<file path="src/rtl/ips2l_pcie_dma_req_splitter.sv">
// Splits one DMA transfer command into MPS/MRRS-sized MWr/MRd requests for the PCIe TX top.
// Define IPS2L_PCIE_DMA_4K_SPLIT_EN to also keep every chunk inside one 4 KB address page.
//
// state | meaning
// IDLE  | ready for a command
// CALC  | register next chunk size and 32/64 variant
// HOLD  | chunk ready, waiting for write-busy / tag-full to clear
// REQ   | one request held high until its own ack
// DONE  | one-cycle completion pulse
module ips2l_pcie_dma_req_splitter #(
    parameter int CMD_LEN_WIDTH = 16
) (
    input  logic                     clk,
    input  logic                     rst_n,
    input  logic [2:0]               i_cfg_max_payload_size,
    input  logic [2:0]               i_cfg_max_rd_req_size,
    input  logic                     i_cmd_vld,
    output logic                     o_cmd_rdy,
    input  logic                     i_cmd_wr,
    input  logic [63:0]              i_cmd_addr,
    input  logic [CMD_LEN_WIDTH-1:0] i_cmd_len,
    output logic                     o_cmd_done,
    output logic                     o_busy,
    output logic                     o_mwr32_req,
    input  logic                     i_mwr32_req_ack,
    output logic                     o_mwr64_req,
    input  logic                     i_mwr64_req_ack,
    output logic                     o_mrd32_req,
    input  logic                     i_mrd32_req_ack,
    output logic                     o_mrd64_req,
    input  logic                     i_mrd64_req_ack,
    output logic [9:0]               o_req_length,
    output logic [63:0]              o_req_addr,
    input  logic                     i_mwr_tx_busy,
    input  logic                     i_tag_full
);

    localparam logic [2:0] ST_IDLE = 3'd0;
    localparam logic [2:0] ST_CALC = 3'd1;
    localparam logic [2:0] ST_HOLD = 3'd2;
    localparam logic [2:0] ST_REQ  = 3'd3;
    localparam logic [2:0] ST_DONE = 3'd4;

    logic [2:0]               state_q, state_d;
    logic [63:0]              addr_q, addr_d;
    logic [CMD_LEN_WIDTH-1:0] rem_q, rem_d;
    logic                     wr_q, wr_d;
    logic [2:0]               enc_q, enc_d;
    logic [10:0]              chunk_q, chunk_d;
    logic                     is64_q, is64_d;
    logic                     rdy_q, rdy_d;

    logic [2:0]               enc_eff;
    logic [10:0]              max_dw;
    logic [10:0]              rem_cap;
    logic [10:0]              span_dw;
    logic [10:0]              chunk_calc;
    logic [31:0]              rem_ext;
    logic [CMD_LEN_WIDTH-1:0] rem_next;
    logic                     gate;
    logic                     ack;

    always_comb begin
        enc_eff = (enc_q > 3'd5) ? 3'd0 : enc_q;
        max_dw  = 11'd32 << enc_eff;
        rem_ext = 32'(rem_q);
        rem_cap = (rem_ext >= 32'd1024) ? 11'd1024 : rem_ext[10:0];
`ifdef IPS2L_PCIE_DMA_4K_SPLIT_EN
        span_dw = 11'd1024 - {1'b0, addr_q[11:2]};
`else
        span_dw = 11'd1024;
`endif
        chunk_calc = (rem_cap < max_dw) ? rem_cap : max_dw;
        if (span_dw < chunk_calc) begin
            chunk_calc = span_dw;
        end
        gate     = wr_q ? i_mwr_tx_busy : i_tag_full;
        // only the ack matching the currently asserted request counts
        ack      = wr_q ? (is64_q ? i_mwr64_req_ack : i_mwr32_req_ack)
                        : (is64_q ? i_mrd64_req_ack : i_mrd32_req_ack);
        rem_next = rem_q - CMD_LEN_WIDTH'(chunk_q);
    end

    always_comb begin
        state_d = state_q;
        addr_d  = addr_q;
        rem_d   = rem_q;
        wr_d    = wr_q;
        enc_d   = enc_q;
        chunk_d = chunk_q;
        is64_d  = is64_q;
        case (state_q)
            ST_IDLE: begin
                if (i_cmd_vld && rdy_q) begin
                    addr_d  = i_cmd_addr & ~64'h3;
                    rem_d   = i_cmd_len;
                    wr_d    = i_cmd_wr;
                    enc_d   = i_cmd_wr ? i_cfg_max_payload_size : i_cfg_max_rd_req_size;
                    state_d = (i_cmd_len == '0) ? ST_DONE : ST_CALC;
                end
            end
            ST_CALC: begin
                chunk_d = chunk_calc;
                is64_d  = |addr_q[63:32];
                state_d = gate ? ST_HOLD : ST_REQ;
            end
            ST_HOLD: begin
                if (!gate) begin
                    state_d = ST_REQ;
                end
            end
            ST_REQ: begin
                if (ack) begin
                    addr_d  = addr_q + {51'd0, chunk_q, 2'b00};
                    rem_d   = rem_next;
                    state_d = (rem_next == '0) ? ST_DONE : ST_CALC;
                end
            end
            ST_DONE: state_d = ST_IDLE;
            default: state_d = ST_IDLE;
        endcase
        // ready is registered so it stays low through the reset cycle
        rdy_d = (state_d == ST_IDLE);
    end

    always_ff @(posedge clk) begin
        if (!rst_n) begin
            state_q <= ST_IDLE;
            addr_q  <= '0;
            rem_q   <= '0;
            wr_q    <= 1'b0;
            enc_q   <= '0;
            chunk_q <= '0;
            is64_q  <= 1'b0;
            rdy_q   <= 1'b0;
        end else begin
            state_q <= state_d;
            addr_q  <= addr_d;
            rem_q   <= rem_d;
            wr_q    <= wr_d;
            enc_q   <= enc_d;
            chunk_q <= chunk_d;
            is64_q  <= is64_d;
            rdy_q   <= rdy_d;
        end
    end

    assign o_cmd_rdy    = rdy_q;
    assign o_busy       = (state_q != ST_IDLE);
    assign o_cmd_done   = (state_q == ST_DONE);
    assign o_mwr32_req  = (state_q == ST_REQ) &  wr_q & ~is64_q;
    assign o_mwr64_req  = (state_q == ST_REQ) &  wr_q &  is64_q;
    assign o_mrd32_req  = (state_q == ST_REQ) & ~wr_q & ~is64_q;
    assign o_mrd64_req  = (state_q == ST_REQ) & ~wr_q &  is64_q;
    assign o_req_length = chunk_q[9:0];
    assign o_req_addr   = addr_q;

endmodule

</file>
<file path="config.mk">
export PLATFORM = sky130hd
export DESIGN_NAME = ips2l_pcie_dma_req_splitter
export DESIGN_NICKNAME = d
export VERILOG_FILES = /design/src/rtl/ips2l_pcie_dma_req_splitter.sv
export SDC_FILE = /design/constraint.sdc
export NUM_CORES = 1
export LEC_CHECK = 0
export BUFFER_PORTS_ARGS = -buffer_cell sky130_fd_sc_hd__buf_2
export CAP_MARGIN = 5
export CORE_ASPECT_RATIO = 0.8
export CORE_UTILIZATION = 45
export CTS_BUF_LIST = sky130_fd_sc_hd__clkbuf_2 sky130_fd_sc_hd__clkbuf_4 sky130_fd_sc_hd__clkbuf_8
export CTS_CLUSTER_DIAMETER = 50
export CTS_CLUSTER_SIZE = 24
export DETAILED_ROUTE_END_ITERATION = 7
export PLACE_DENSITY = 0.8
export SLEW_MARGIN = 10
export SYNTH_ARGS = -nofsm -noshare
export SYNTH_HDL_FRONTEND = slang
export SYNTH_SLANG_ARGS = --single-unit
</file>
<file path="constraint.sdc">
create_clock -name clk -period 4 [get_ports clk]
set_input_delay 0.8 -clock clk [delete_from_list [all_inputs] [get_ports clk]]
set_output_delay 0.8 -clock clk [all_outputs]
set_load 0.03 [all_outputs]
</file>
Yosys cells after proc, flatten, opt, wreduce, memory -nomap -nowiden

Cells that the tools add are included.

Add/sub/neg operators: 2
Multipliers: 0
Div/mod/pow operators: 0
$lt $le $gt $ge: 4
Equal/unequal tests: 6
Shifts and indexed selects: 1
Mux-type cells: 22
Bitwise operators: 8
Reductions and logical operators: 10

Operators by type and width:

| cell                 | number |
|---|---|
| $mux 64              | 2 |
| $pmux 64 s2          | 1 |
| $add 64x13->64       | 1 |
| $mux 11              | 3 |
| $logic_not 16->1     | 2 |
| $mux 16              | 2 |
| $pmux 16 s2          | 1 |
| $reduce_or 32->1     | 1 |
| $mux 3               | 7 |
| $ge 16x11->1 const B | 1 |
| $sub 16x11->16       | 1 |
| $pmux 3 s4           | 1 |
| $lt 11x11->1         | 1 |
| $lt 11x11->1 const A | 1 |
| $shl 6x3->11 const A | 1 |
| $and 1x1->1          | 6 |
| $eq 3x2->1 const B   | 2 |
| $logic_not 3->1      | 2 |
| $mux 1               | 5 |
| $ne 2x2->1 const B   | 2 |
| $eq 3x1->1 const B   | 1 |
| $eq 3x3->1 const B   | 1 |
| $gt 3x3->1 const B   | 1 |
| $reduce_and 3->1     | 1 |
| 5 further kinds      | 6 |

Bits in registers: 100
Bits in latches: 0
Bits in writable memories: 0
ROM bits: 0
Input port bits: 96
Output and inout bits: 81
Logic and storage cells: 61
Memories kept: 0

Logic depth before layout (Yosys ltp)

Depth after elaboration: 7
Gate-level depth with buffers: 13

Worst setup path before layout

No wires, ideal clock.

Kind: flip-flop to flip-flop
Start point: reg rem_q[11]
End point: reg chunk_q[6]
Arrival time: 2.780 ns
Setup slack: 1.142 ns
Cell stages (with the launch flop): 14
Path buffers: 2
Path through: dfxtp_1 -> clkbuf_1 -> or3_1 -> nor4_1 -> and2_1 -> ha_1 -> o21a_1 -> o21ai_0 -> nand2b_1 -> a21oi_1 -> o21ai_0 -> clkbuf_1 -> and3_1 -> nor3_1

Cells in the longest elaborated chain, start to end: 6

Ends and longest elaborated chain:

| element                  | RTL line | text |
|---|---|---|
| start: declaration       | 46       | `logic [CMD_LEN_WIDTH-1:0] rem_q, rem_d;` |
| start signal: assignment | 139      | `rem_q <= rem_d;` |
| $ge 16x11->1 *           | 67       | `rem_cap = (rem_ext >= 32'd1024) ? 11'd1024 : rem_ext[10:0];` |
| $mux 11 *                | 67       |  |
| $lt 11x11->1             | 73       | `chunk_calc = (rem_cap < max_dw) ? rem_cap : max_dw;` |
| $mux 11 *                | 73       |  |
| $lt 11x11->1             | 74       | `if (span_dw < chunk_calc) begin` |
| $mux 11 *                | 74       |  |
| end signal: assignment   | 142      | `chunk_q <= chunk_d;` |
| end: declaration         | 49       | `logic [10:0] chunk_q, chunk_d;` |

Mark *: on every way between the ends. The rest lies on a longest branch, timed or not.
A chain may end at the register's enable or synchronous reset.

Final worst setup path

Start point: reg chunk_q[0]
End point: reg addr_q[60] (netlist: o_req_addr[60])

Cells in the longest elaborated chain, start to end: 3

Ends and longest elaborated chain:

| element                | RTL line | text |
|---|---|---|
| $add 64x13->64         | 114      | `addr_d = addr_q + {51'd0, chunk_q, 2'b00};` |
| $mux 64                | 113      | `if (ack) begin` |
| $pmux 64 s2            | 92       | `case (state_q)` |
| end signal: assignment | 138      | `addr_q <= addr_d;` |
| end: declaration       | 45       | `logic [63:0] addr_q, addr_d;` |

No other way between the ends. The select of a mux whose other input is x is not followed.

==> results.toml <==
[floorplan]
die_area_sq_mm = 0.0160
die_x_um = 141
rows = 40
start_util_pct = 46.1
core_sq_mm = 0.0151
ios = 177
dieHeight_um = 113

[power_and_ir_drop]
p_leak_nw = 3.46
power.density_mw_per_mm2 = 427
vdd_drop_max_mv = 0.269

[setup_path]
cp-startpoint = "chunk_q[0]"
critical_path.max_stage_delay_ns = 0.50
r2r-start = "chunk_q[0]"
cp_slowest_cell = "o41a_1"
worstPathArrival_ns = 3.75
cp-end-kind = "register"
path_cells = "ha_1 > inv_1 > fa_1 > nor2b_1 > o21ai_0 > a211oi_1 > or2_0 > buf_4 > nand4bb_1 > o41a_1 > o22ai_1"
cp.required_ns = 4.32
worst_setup_path_start_kind = "register"
path_max_fanout = 8
critPathKind = "register to register"
reg2reg_slack_ns = 0.57

[global_routing]
antenna_found_initial = 1
overflow = 0
grt_util_all_layers_pct = 28.4
grt_max_degree = 65
grt_pass1_vias = 6966
grt_pass1_wl_um = 35900

[sta]
rsz0062_at_grt = "false"
max_slew_margin_pct = 38.3
clock.fmax_mhz = 291
layout_min_cycle_time_ns = 3.43
finalMaxSlewViolations = 0
setup_viol = 0
finalHoldViolations = 0
clock-skew-final_ns = 0.0149
tightest_slew_ns = 0.920
finalSetupTns_ns = 0
fin_crit_sh_pct = 85.8
setup_slack_ns = 0.568

[drt]
route.detailed.drc = 0
ant_nets = 0
wl_um = 22700
via_per_inst = 6.10
num_vias = 7726
dr.pass1.iters = 6
drt-initial-drc-count = 748
wire_per_inst_um = 17.9

[cts]
cts_setup_buffers = 0
cts_made_buffers = 9
cts_hold_buf = 0
cts.sinks = 98
cts_resized = 0
clk_path_buf_depth = 2
cts_tree = "yes"
clk-insertion-delay-late_ns = 0.40
htree_levels = 3
clk_pin_slew_ns = 0.10
cts_root_buffer = "clkbuf_8"

[logic_synthesis]
synth_edf_count = 0
synth-async-reset-ratio_pct = 0
yosysTopAreaCellShare_pct = 28.2
ys_ff_latch = 98
synth_most_common_cell = "nand2_1"
synth_area_sq_mm = 0.00695
yosys-top-cells-count = "nand2_1 (102), dfxtp_1 (98), nor2_1 (93)"
yosys-top-cells-area = "dfxtp_1 (28%), nand2_1 (5.5%), ha_1 (5.0%)"
ys_types = 85
yosysTopAreaCell = "dfxtp_1"
ys_warn_count = 0
seq_area_frac_synth_pct = 28.2
synthFlopType = "dfxtp_1"
syn_area_per_cell_sq_um = 7.49
netlist_instances = 928

[layout]
area_delta_synth_final_pct = 16.8
layout.nets = 1177
drive_gt1_share_pct = 23.0

[hold_path]
min_path_type = "register to register"
min_from = "rem_q[2]"

[flow_run]
maxCapViolations = 0

[placed_design]
gp_congestion = 0.954
dp_slack_ns = 0.651
portBuffers = 172
dp_hpwl_um = 16300

[run_status]
status = "completed"
==> state kept, by name (all words and copies together) (netlist names) <==
signal and flops:
enc_q 3, is64_q 1, o_cmd_rdy 1, state_q 3, o_req_addr 62, rem_q 16, chunk_q 11, wr_q 1
==> layout by cell type (no fill, tap or decap), types with 5 or more instances in the layout <==
cell type and n:
clkbuf_8 10, nand2_1 101, a21o_1 14, nand3_1 17, buf_4 16, o21a_1 7
nor3_1 37, a211oi_1 19, o221a_2 7, inv_1 23, dfxtp_1 98, a22oi_1 15
and4_1 5, o211ai_1 11, buf_2 172, and2_1 15, a31oi_1 20, nor2_1 91
o22ai_1 7, nor2b_1 5, mux2i_1 8, a21oi_1 61, a311oi_1 21, nand4_1 18
xor2_1 5, xnor2_1 11, ha_1 28, o21ai_0 63, nor4_1 16, and3_1 29
o31ai_1 8
==> path summary, 6_finish.rpt <==
kind | endpoint | cells after the start
max | o_req_addr[60] | 11
min | rem_q[2] | 2
max reg2reg | o_req_addr[60] | 11
min reg2reg | rem_q[2] | 2
==> worst max-delay path: cells and delay by family, from the launching register on <==
| kind | cells | cell delay [ns] |
|---|---|---|
| flops | 1 | 0.44 |
| buf+inv | 2 | 0.24 |
| fa+ha+maj | 2 | 0.63 |
| simple gates | 3 | 0.76 |
| compound gates | 4 | 1.31 |
==> stage by stage <==
step,power (mW),hold slack [ns],cell area (sq um),utilization [%],cells
global placement,2.66,0.476,7890,52.4,1250
detailed placement,2.69,0.478,7890,52.4,1250
global route,3.67,0.530,8120,53.9,1266
CTS,3.46,0.500,8120,53.9,1266
finish,3.47,0.498,8120,53.9,1267
floorplan,2.28,0.448,6960,-,929
==> per-layer routing <==
layer	vias up	routed length [um]	GRT usage, %
met5	-	0	0
met4	0	468	9.71
met3	37	2290	6.60
met2	407	9570	42.7
met1	3583	10400	39.7
li1	3699	-	-
==> report_power, final <==
part | internal [mW] | leakage (nW) | switching [mW] | total, mW
clock | 0.378 | 0.118 | 0.400 | 0.778
sequential | 1.10 | 0.800 | 0.166 | 1.27
combinational | 0.543 | 2.54 | 0.887 | 1.43
total | 2.02 | 3.46 | 1.45 | 3.47
==> cell type report <==
cell class	instances	area, sq um
Tap cell	210	263
Clock inverter	6	95.1
Multi-Input combinational cell	729	4560
Clock buffer	10	138
Inverter	23	86.3
Timing Repair Buffer	190	1020
Fill cell	1424	6940
Antenna cell	1	2.50
Sequential cell	98	1960
==> cells by family (layout without fill, tap and decap cells) <==
group           count (synthesis)  after routing  share of synthesized area (%)
buf+inv                       102            229                           6.50
flops                          98             98                           28.2
fa+ha+maj                      30             30                           5.62
compound gates                294            294                           28.5
simple gates                  378            378                           27.6
mux                             9              9                           1.48
xor+xnor                       16             16                           2.02
other cells                     1              3                         0.0539
Note: power is estimated with default switching activity, not from simulation.
